===== src/rtl/booth_product_accumulator.sv =====
// booth_product_accumulator: sums signed Booth products per burst, returns sum, beat count and sticky overflow
module booth_product_accumulator #(
    parameter int ACC_W = 40,
    parameter int CNT_W = 8
) (
    input  logic             clk,
    input  logic             rst_n,
    input  logic             in_valid,
    output logic             in_ready,
    input  logic [31:0]      product,
    input  logic             in_last,
    output logic             out_valid,
    input  logic             out_ready,
    output logic [ACC_W-1:0] acc_out,
    output logic [CNT_W-1:0] out_count,
    output logic             overflow
);

    typedef enum logic [1:0] {
        IDLE  = 2'd0,
        ACCUM = 2'd1,
        HOLD  = 2'd2
    } state_t;

    state_t           state_q, state_d;
    logic [ACC_W-1:0] acc_q, acc_d;
    logic [CNT_W-1:0] cnt_q, cnt_d;
    logic             ovf_q, ovf_d;
    logic [ACC_W-1:0] prod_ext, sum;
    logic             accept, add_ovf, done;

    assign out_valid = (state_q == HOLD);
    assign in_ready  = !out_valid;
    assign accept    = in_valid && in_ready;
    assign done      = out_valid && out_ready;
    assign acc_out   = acc_q;
    assign out_count = cnt_q;
    assign overflow  = ovf_q;

    // Adder with sign-extended product; overflow when like-signed addends yield an opposite-signed sum
    always_comb begin
        prod_ext = {{(ACC_W-32){product[31]}}, product};
        sum      = acc_q + prod_ext;
        add_ovf  = (acc_q[ACC_W-1] == prod_ext[ACC_W-1]) && (sum[ACC_W-1] != acc_q[ACC_W-1]);
    end

    // Next-state and datapath update: accumulate on accepted beats, clear on result handshake
    always_comb begin
        state_d = state_q;
        acc_d   = acc_q;
        cnt_d   = cnt_q;
        ovf_d   = ovf_q;
        case (state_q)
            IDLE, ACCUM: begin
                if (accept) begin
                    acc_d   = sum;
                    cnt_d   = (&cnt_q) ? cnt_q : cnt_q + CNT_W'(1);
                    ovf_d   = ovf_q || add_ovf;
                    state_d = in_last ? HOLD : ACCUM;
                end
            end
            HOLD: begin
                if (done) begin
                    acc_d   = '0;
                    cnt_d   = '0;
                    ovf_d   = 1'b0;
                    state_d = IDLE;
                end
            end
            default: state_d = IDLE;
        endcase
    end

    // State and accumulator registers; reset discards any partial or pending result
    always_ff @(posedge clk or negedge rst_n) begin
        if (!rst_n) begin
            state_q <= IDLE;
            acc_q   <= '0;
            cnt_q   <= '0;
            ovf_q   <= 1'b0;
        end else begin
            state_q <= state_d;
            acc_q   <= acc_d;
            cnt_q   <= cnt_d;
            ovf_q   <= ovf_d;
        end
    end

endmodule


===== config.mk =====
export PLATFORM = sky130hd
export DESIGN_NAME = booth_product_accumulator
export DESIGN_NICKNAME = d
export VERILOG_FILES = /design/src/rtl/booth_product_accumulator.sv
export SDC_FILE = /design/constraint.sdc
export NUM_CORES = 1
export LEC_CHECK = 0
export CAP_MARGIN = 10
export CORE_MARGIN = 3
export CORE_UTILIZATION = 30
export CTS_BUF_LIST = sky130_fd_sc_hd__clkbuf_4
export DETAILED_ROUTE_END_ITERATION = 6
export SKIP_CTS_REPAIR_TIMING = 1
export SYNTH_ARGS = -nofsm -noshare
export SYNTH_HDL_FRONTEND = slang
export SYNTH_SLANG_ARGS = --single-unit

===== constraint.sdc =====
create_clock -name clk -period 6.8 [get_ports clk]
set_clock_uncertainty 0.15 [all_clocks]
set_input_delay 1.02 -clock clk [delete_from_list [all_inputs] [get_ports clk]]
set_output_delay 1.02 -clock clk [all_outputs]
set_load 0.02 [all_outputs]

* After elaboration in Yosys (flattened, before gate mapping)
Cells that the tools add are included.
** Storage, ports and cells
- Register bits :: 51
- Bits of input ports :: 37
- Output and inout port bits :: 51
- Logic and storage cells :: 39
** Operators by class
- Add/sub/neg operators :: 2
- Eq/ne operators :: 7
- Muxes and demuxes :: 14
- Reduce and logical (&&, ||, !) cells :: 12
** Operators with widths (count)
- $mux W40 :: 2
- $pmux W40 S2 :: 1
- $add A40 B40 Y40 :: 1
- $mux W8 :: 3
- $pmux W8 S2 :: 1
- $add A8 B1 Y8 const B :: 1
- $reduce_and A8 Y1 :: 1
- $mux W2 :: 3
- $ne A2 B2 Y1 const B :: 2
- $pmux W2 S2 :: 1
- $reduce_and A4 Y1 :: 1
- $logic_and A1 B1 Y1 :: 3
- $reduce_and A3 Y1 :: 1
- $eq A2 B1 Y1 const B :: 1
- $eq A2 B2 Y1 const B :: 1
- $logic_not A2 Y1 :: 1
- $mux W1 :: 2
- $ne A2 B1 Y1 const B :: 1
- $pmux W1 S2 :: 1
- $reduce_and A2 Y1 :: 1
- $reduce_bool A2 Y1 :: 1
- $reduce_or A2 Y1 :: 1
- $eq A1 B1 Y1 :: 1
- $logic_not A1 Y1 :: 1
- other kinds (2) :: 2

* Logic depth before layout (Yosys ltp)
- Depth in word-level cells :: 6
- Depth in mapped cells :: 12

* Worst setup path after synthesis
Ideal clock, no wire load.
- Path type :: input-to-reg
- From :: input product[0]
- To :: register acc_q[38], in the netlist acc_out[38]
- Library setup time :: 0.069 ns
- Arrival time :: 3.219 ns
- Path slack :: 3.362 ns
- Cell stages on the path :: 12
- Buffers on the path :: 0
- Cells stage by stage :: ha_1 -> inv_1 -> fa_1 -> nand2b_1 -> a21o_1 -> a211oi_4 -> a21o_4 -> a211oi_2 -> nor2_2 -> a21oi_2 -> or4_1 -> nand3_1
** Between the ends
- Longest elaborated chain between the ends :: 3
** RTL lines
- start, declared :: RTL line 10 : input logic [31:0] product,
- $add A40 B40 Y40 :: RTL line 43 : sum = acc_q + prod_ext;
- $mux W40 :: RTL line 55 : if (accept) begin
- $pmux W40 S2 :: RTL line 53 : case (state_q)
- end signal, assigned :: RTL line 78 : acc_q <= '0;
- end signal, assigned :: RTL line 83 : acc_q <= acc_d;
- end, declared :: RTL line 26 : logic [ACC_W-1:0] acc_q, acc_d;
Every way passes these cells. The select of a mux whose other input is x is not followed.
A chain may end at the register's enable or synchronous reset.

* Final worst setup path
- From :: input product[0]
- To :: register acc_q[32], in the netlist acc_out[32]
The elaborated chain is that of the path after synthesis.

==> results_dict.tcl <==
set metrics [dict create \
    grt_pass1_wl_mm 19.2 \
    hpwl_mm 8.64 \
    setup-tns-final_ns 0 \
    clk_path_buf_depth 2 \
    htreeDepth 2 \
    yosysWarnings 0 \
    ys_seq_area_frac 0.305 \
    dp.cells 738 \
    ios 88 \
    placementRows 42 \
    drt.antenna.violating_nets 0 \
    dr.pass1.iters 4 \
    syn_nets 573 \
    worst_path_largest_cell_delay_ns 0.46 \
    coreArea_mm2 0.0135 \
    synthTopCellsByCount "dfrtp_1, nand2_1, o21ai_0, ha_1, a21oi_1" \
    min_period_over_period 0.553 \
    slew_headroom 0.246 \
    io_buffers 87 \
    grtUsageTotal 0.155 \
    dieWidth_um 124 \
    yosys.area.top_type_share 0.305 \
    synth_edf_count 0 \
    crit_path_end_kind "register" \
    synthDistinctLibCells 55 \
    maxCapViolCount 0 \
    worst_slew_pin_slew_ns 1.13 \
    clock-root-buffer "clkbuf_4" \
    avgViaCountPerCell 5.21 \
    avgSynthCellArea_um2 8.45 \
    clkTransAtPathRegs_ns 0.15 \
    place_congestion 0.885 \
    clkLatencyLatePin_ns 0.40 \
    ys_ff_latch 51 \
    final_nets 647 \
    finalSetupViolCount 0 \
    status "finished clean" \
    syn_area_mm2 0.00418 \
    avgRoutedWirePerCell_um 15.6 \
    ys_top_cells_by_area "dfrtp_1, ha_1, o21ai_0" \
    syn2layout_area_growth_pct 25.9 \
    r2r-end "acc_out[32]$_DFFE_PN0P_" \
    fin_cells 747 \
    clock-sinks 51 \
    cp_cell_sequence "clkdlybuf4s50_1, ha_1, inv_1, fa_1, nand2b_1, a21o_1, a211oi_4, o21ai_2, a2111oi_2, o211ai_1, a21oi_2, xnor2_1, o21ai_1" \
    routed_wl_mm 11.6 \
    grt_pass1_vias 3855 \
    path_max_fanout 3 \
    antenna_found_initial 0 \
    start_kind "primary input" \
    worstHoldPathCells 1 \
    r2r_cells 12 \
    worstPathArrival_ns 3.86 \
    hold_path_end "state_q[0]$_DFFE_PN0P_" \
    timing.fmax_mhz 266 \
    power_density_mw_per_mm2 464 \
    hp-start "state_q[1]$_DFFE_PN0P_" \
    power_leakage_nw 2.23 \
    syn_inst 495 \
    peakVddDrop_mv 0.153 \
    grt_max_degree 63 \
    cpMaxStageDelayCell "clkdlybuf4s50_1" \
    cts_buffers 5 \
    start_util 0.311 \
    drc 0 \
    synth_flop_cell "dfrtp_1" \
    async_flop_share 1.00 \
    tritoncts "done" \
    path_class "primary input to register" \
    drive_above_1_share 0.0474 \
    report.final.hold_viol_count 0 \
    reg2reg_from "acc_out[0]$_DFFE_PN0P_" \
    holdCritPathClass "register to register" \
    vias 3894 \
    rsz0062_at_grt "no" \
    timing.reg2reg.setup_slack_ns 3.70 \
    crit_required_ns 6.90 \
    finalMaxSlewViolations 0 \
    die_y_um 124 \
    die-area_mm2 0.0154 \
    gr-total-overflow 0 \
    yosysTopAreaCell "dfrtp_1" \
    period_needed_ns 3.76 \
    drt_iter0_markers 193 \
]
## sequential cells by signal, summed over array words and instances, names as in the netlist
name	flops
state_q	2
out_count	8
acc_out	40
overflow	1
## per-stage QoR
step	worst slack, ns	total power, W	instance area (um2)	hold slack, ns	util
finish	3.04	0.00244	5270	0.376	0.391
global route	2.88	0.00266	5260	0.401	0.391
CTS	3.03	0.00245	5260	0.385	0.391
detailed placement	2.58	0.00225	5180	0.357	0.385
global placement	2.67	0.00223	5180	0.351	0.385
floorplan	3.36	0.00172	4180	0.310	-
## worst max-delay path by stage
stage | startpoint | end | slack [ns] | cells past startpoint
after global routing | product[0] | acc_out[32]$_DFFE_PN0P_ | 2.88 | 13
after global placement | product[0] | acc_out[32]$_DFFE_PN0P_ | 2.67 | 13
after CTS | product[0] | acc_out[32]$_DFFE_PN0P_ | 3.03 | 13
final | product[0] | acc_out[32]$_DFFE_PN0P_ | 3.04 | 13
after detailed placement | product[0] | acc_out[32]$_DFFE_PN0P_ | 2.58 | 13
after floorplan | product[0] | acc_out[38]$_DFFE_PN0P_ | 3.36 | 12
## critical path: cells and delay by family
kind	cells	cell delay, ns
AND/OR/NAND/NOR	1	0.17
AO/OA/AOI/OAI	7	1.40
XOR/XNOR	1	0.13
adder cells (fa/ha/maj)	2	0.59
buffers and inverters	2	0.53
## cell families (layout without fill, tap and decap cells)
group | count (synthesis) | count (layout) | share of synthesized area
AND/OR/NAND/NOR | 149 | 149 | 0.166
flip-flops | 51 | 51 | 0.305
other | 0 | 1 | 0
AO/OA/AOI/OAI | 171 | 171 | 0.273
buffers and inverters | 40 | 115 | 0.0410
XOR/XNOR | 43 | 43 | 0.0900
adder cells (fa/ha/maj) | 41 | 41 | 0.124
## cell type report
| class | count | area, um2 |
|---|---|---|
| clock buffers | 5 | 37.5 |
| inverters | 18 | 67.6 |
| fillers | 1394 | 8190 |
| diodes | 1 | 2.50 |
| multi-input cells | 404 | 2740 |
| well taps | 176 | 220 |
| flip-flops and latches | 51 | 1280 |
| clock inverters | 3 | 43.8 |
| repair buffers | 89 | 881 |
## layer usage
layer / track usage / routed length, um / share of wire / vias to the layer above
met5: 0 / 0 / 0 / -
met4: 0.0322 / 106 / 0.0091 / 0
met3: 0.0291 / 532 / 0.046 / 6
met2: 0.259 / 5490 / 0.47 / 75
met1: 0.209 / 5490 / 0.47 / 1870
li1: - / - / - / 1943
## cells in the final DEF, fill, tap and decap left out, types with 6 or more instances in the layout
cell type and count:
a21o_1 19, a21oi_1 37, clkdlybuf4s50_1 86, dfrtp_1 51
ha_1 40, inv_1 18, nand2_1 51, nand3_1 30
nand4_1 11, nor2_1 30, o211ai_1 7, o21ai_0 51
o21ai_1 10, o21bai_1 6, xnor2_1 22, xor2_1 21
## power breakdown
part           internal [W]  switching (W)
Combinational      0.000747       0.000948
Sequential         0.000431       0.000126
Clock             0.0000775       0.000113
Total               0.00126        0.00119
Power figures use the tool's default switching activity.
==> patch, RTL diff (same flow settings) <==
Reset style: synchronous (`rst_n`), changed in one clocked block.
--- a/src/rtl/booth_product_accumulator.sv
+++ b/src/rtl/booth_product_accumulator.sv
@@ -72,7 +72,7 @@
     end
 
     // State and accumulator registers; reset discards any partial or pending result
-    always_ff @(posedge clk or negedge rst_n) begin
+    always_ff @(posedge clk) begin
         if (!rst_n) begin
             state_q <= IDLE;
             acc_q   <= '0;
Behaviour: differs if rst_n is asserted again (counterexample within 4 cycles, from zero or initial values and one cycle with rst_n low); with rst_n held inactive, the same outputs for 4 cycles.
==> patch against the unedited design <==
- area after synthesis decreased by 3.7%
- global-route usage increased by 0.28 points
- largest cell class unchanged
- design area shrank 2.9%
- via count is 3.1% higher
- utilization rose by 0.58 points
- die area shrank 3.5%
- sequential cell count stayed put
- wire length decreased by 0.34%
- first-iteration DRC count increased by 65%
- setup slack got worse by 310 ps
Power is not compared: it rests on default switching activity, and its combinational part moved more than twofold at a synthesized area within 25%.
==> patch: results (changes against the unedited design) <==
- Outcome: finished, final reports clean
- Max reg flops: 40 (unchanged)
- Most common library cells after synthesis: nand2_1 (53), dfxtp_1 (51), nor2_1 (51)
- HPWL Detailed: 8928 um (+3.3%)
- Worst flop-to-flop path startpoint: acc_out[0]
- Hold Path Class: reg2reg
- Buffers outside the clock class: 89 (unchanged)
- Post-synthesis cell type count: 56 (+1.8%)
- Ys Warns: 0 (unchanged)
- HP Start: acc_out[35]
- Power Dens Cells: 218.5 nW/um^2
- Layout Utilization: 39.72% (+0.58 points)
- Fillers: 1318 (-5.5%)
- P_leak: 2.152 nW
- Largest net degree at the start of global routing: 25 (-60%)
- Row cnt: 41 (-2.4%)
- Initial DRC Count: 319 (+65%)
- Clock transition at path regs: 180 ps (+30 ps)
- Mapped Nets: 596 (+4.0%)
- Post-synthesis compound-gate area fraction: 31.13% (+3.8 points)
- Multi-input gates: 422 (+4.5%)
- Inverter count: 22 (+4)
- Synth async-reset ratio: 0% (-100 points)
- Reg2Reg Setup Slack: 3410 ps (-290 ps)
- Signal buffers share of area: 17.32% (+0.59 points)
- Worst-path maximum fanout: 4 (+1)
- Slowest CP cell: clkdlybuf4s50_1
- Fraction of area in multi-input gates: 55.26% (+3.3 points)
- Main synth FF type: dfxtp_1
- Worst-case clock buffer depth: 2 (unchanged)
- Post-synthesis adder-cell area fraction: 12.92% (+0.48 points)
- Worst EP arrival: 4220 ps (+360 ps)
- Vias/cell: 5.257 (+0.84%)
- Global-route wire length before repair: 19210 um (-0.15%)
- Register area share after synthesis: 25.35% (-5.2 points)
- Combinational cell power: 558 uW
- Global Route Usage Sum: 15.76% (+0.28 points)
- Post-route insts no fill: 764 (+2.3%)
- Drt wl/cell: 15.16 um (-2.6%)
- CP endpoint: acc_out[36]
- GP Congestion: 0.8935 (+1.0%)
- Number of diodes: 0 (-1)
- Storage element area: 1021 sq um (-20%)
- Synth Area in XOR/XNOR: 7.611% (-1.4 points)
- Top post-synthesis cells by area: dfxtp_1 (25%), ha_1 (12%), a21oi_1 (6.2%), xnor2_1 (5.9%), nand2_1 (4.9%)
- DP Area: 5031 sq um (-2.9%)
- Relative slew slack: 41.26% (+17 points)
- Final Hold Viols: 0 (unchanged)
- WHS Path Cells: 2 (+1)
- Share of layout cells above drive strength 1: 5.405% (+0.67 points)
- Layout clock area frac: 1.639% (+0.095 points)
- Nets: 669 (+3.4%)
- Mean Syn Cell Area: 7.775 sq um (-8.0%)
- R2R cell count: 13 (+1)
- Hold EP: acc_out[35]
- Clock net sink count: 51 (unchanged)
- Vias in the first global route: 3957 (+2.6%)
-- patch: cell types whose count changed in the layout (fill, tap and decap cells not counted), sizes merged, moves of 5 or more --
cell	unedited run	this run
xor2	21	8
a21oi	40	53
inv	18	23
nor2	31	52
dfrtp	51	0
a22oi	0	15
o21ai	62	37
nand3	30	13
xnor2	22	27
a21o	20	26
o31ai	1	7
dfxtp	0	51
-- patch: metrics by stage --
stage | hold slack [ps] | setup WS [ps]
after floorplan | 295.4 | 3160
after global placement | 309.5 | 2390
after detailed placement | 318.7 | 2320
after CTS | 340.6 | 2755
after global routing | 363.6 | 2571
final | 336.1 | 2734
-- patch: metal layers --
metal  vias to the layer above  wire [um]  share of wire [%]  GRT usage, %
met5                         -          0                  0             0
met2                       112       5384                 46         26.52
met3                         7        693                6.0         2.971
met4                         0         70               0.60         2.661
li1                       2025          -                  -             -
met1                      1872       5433                 47         21.36
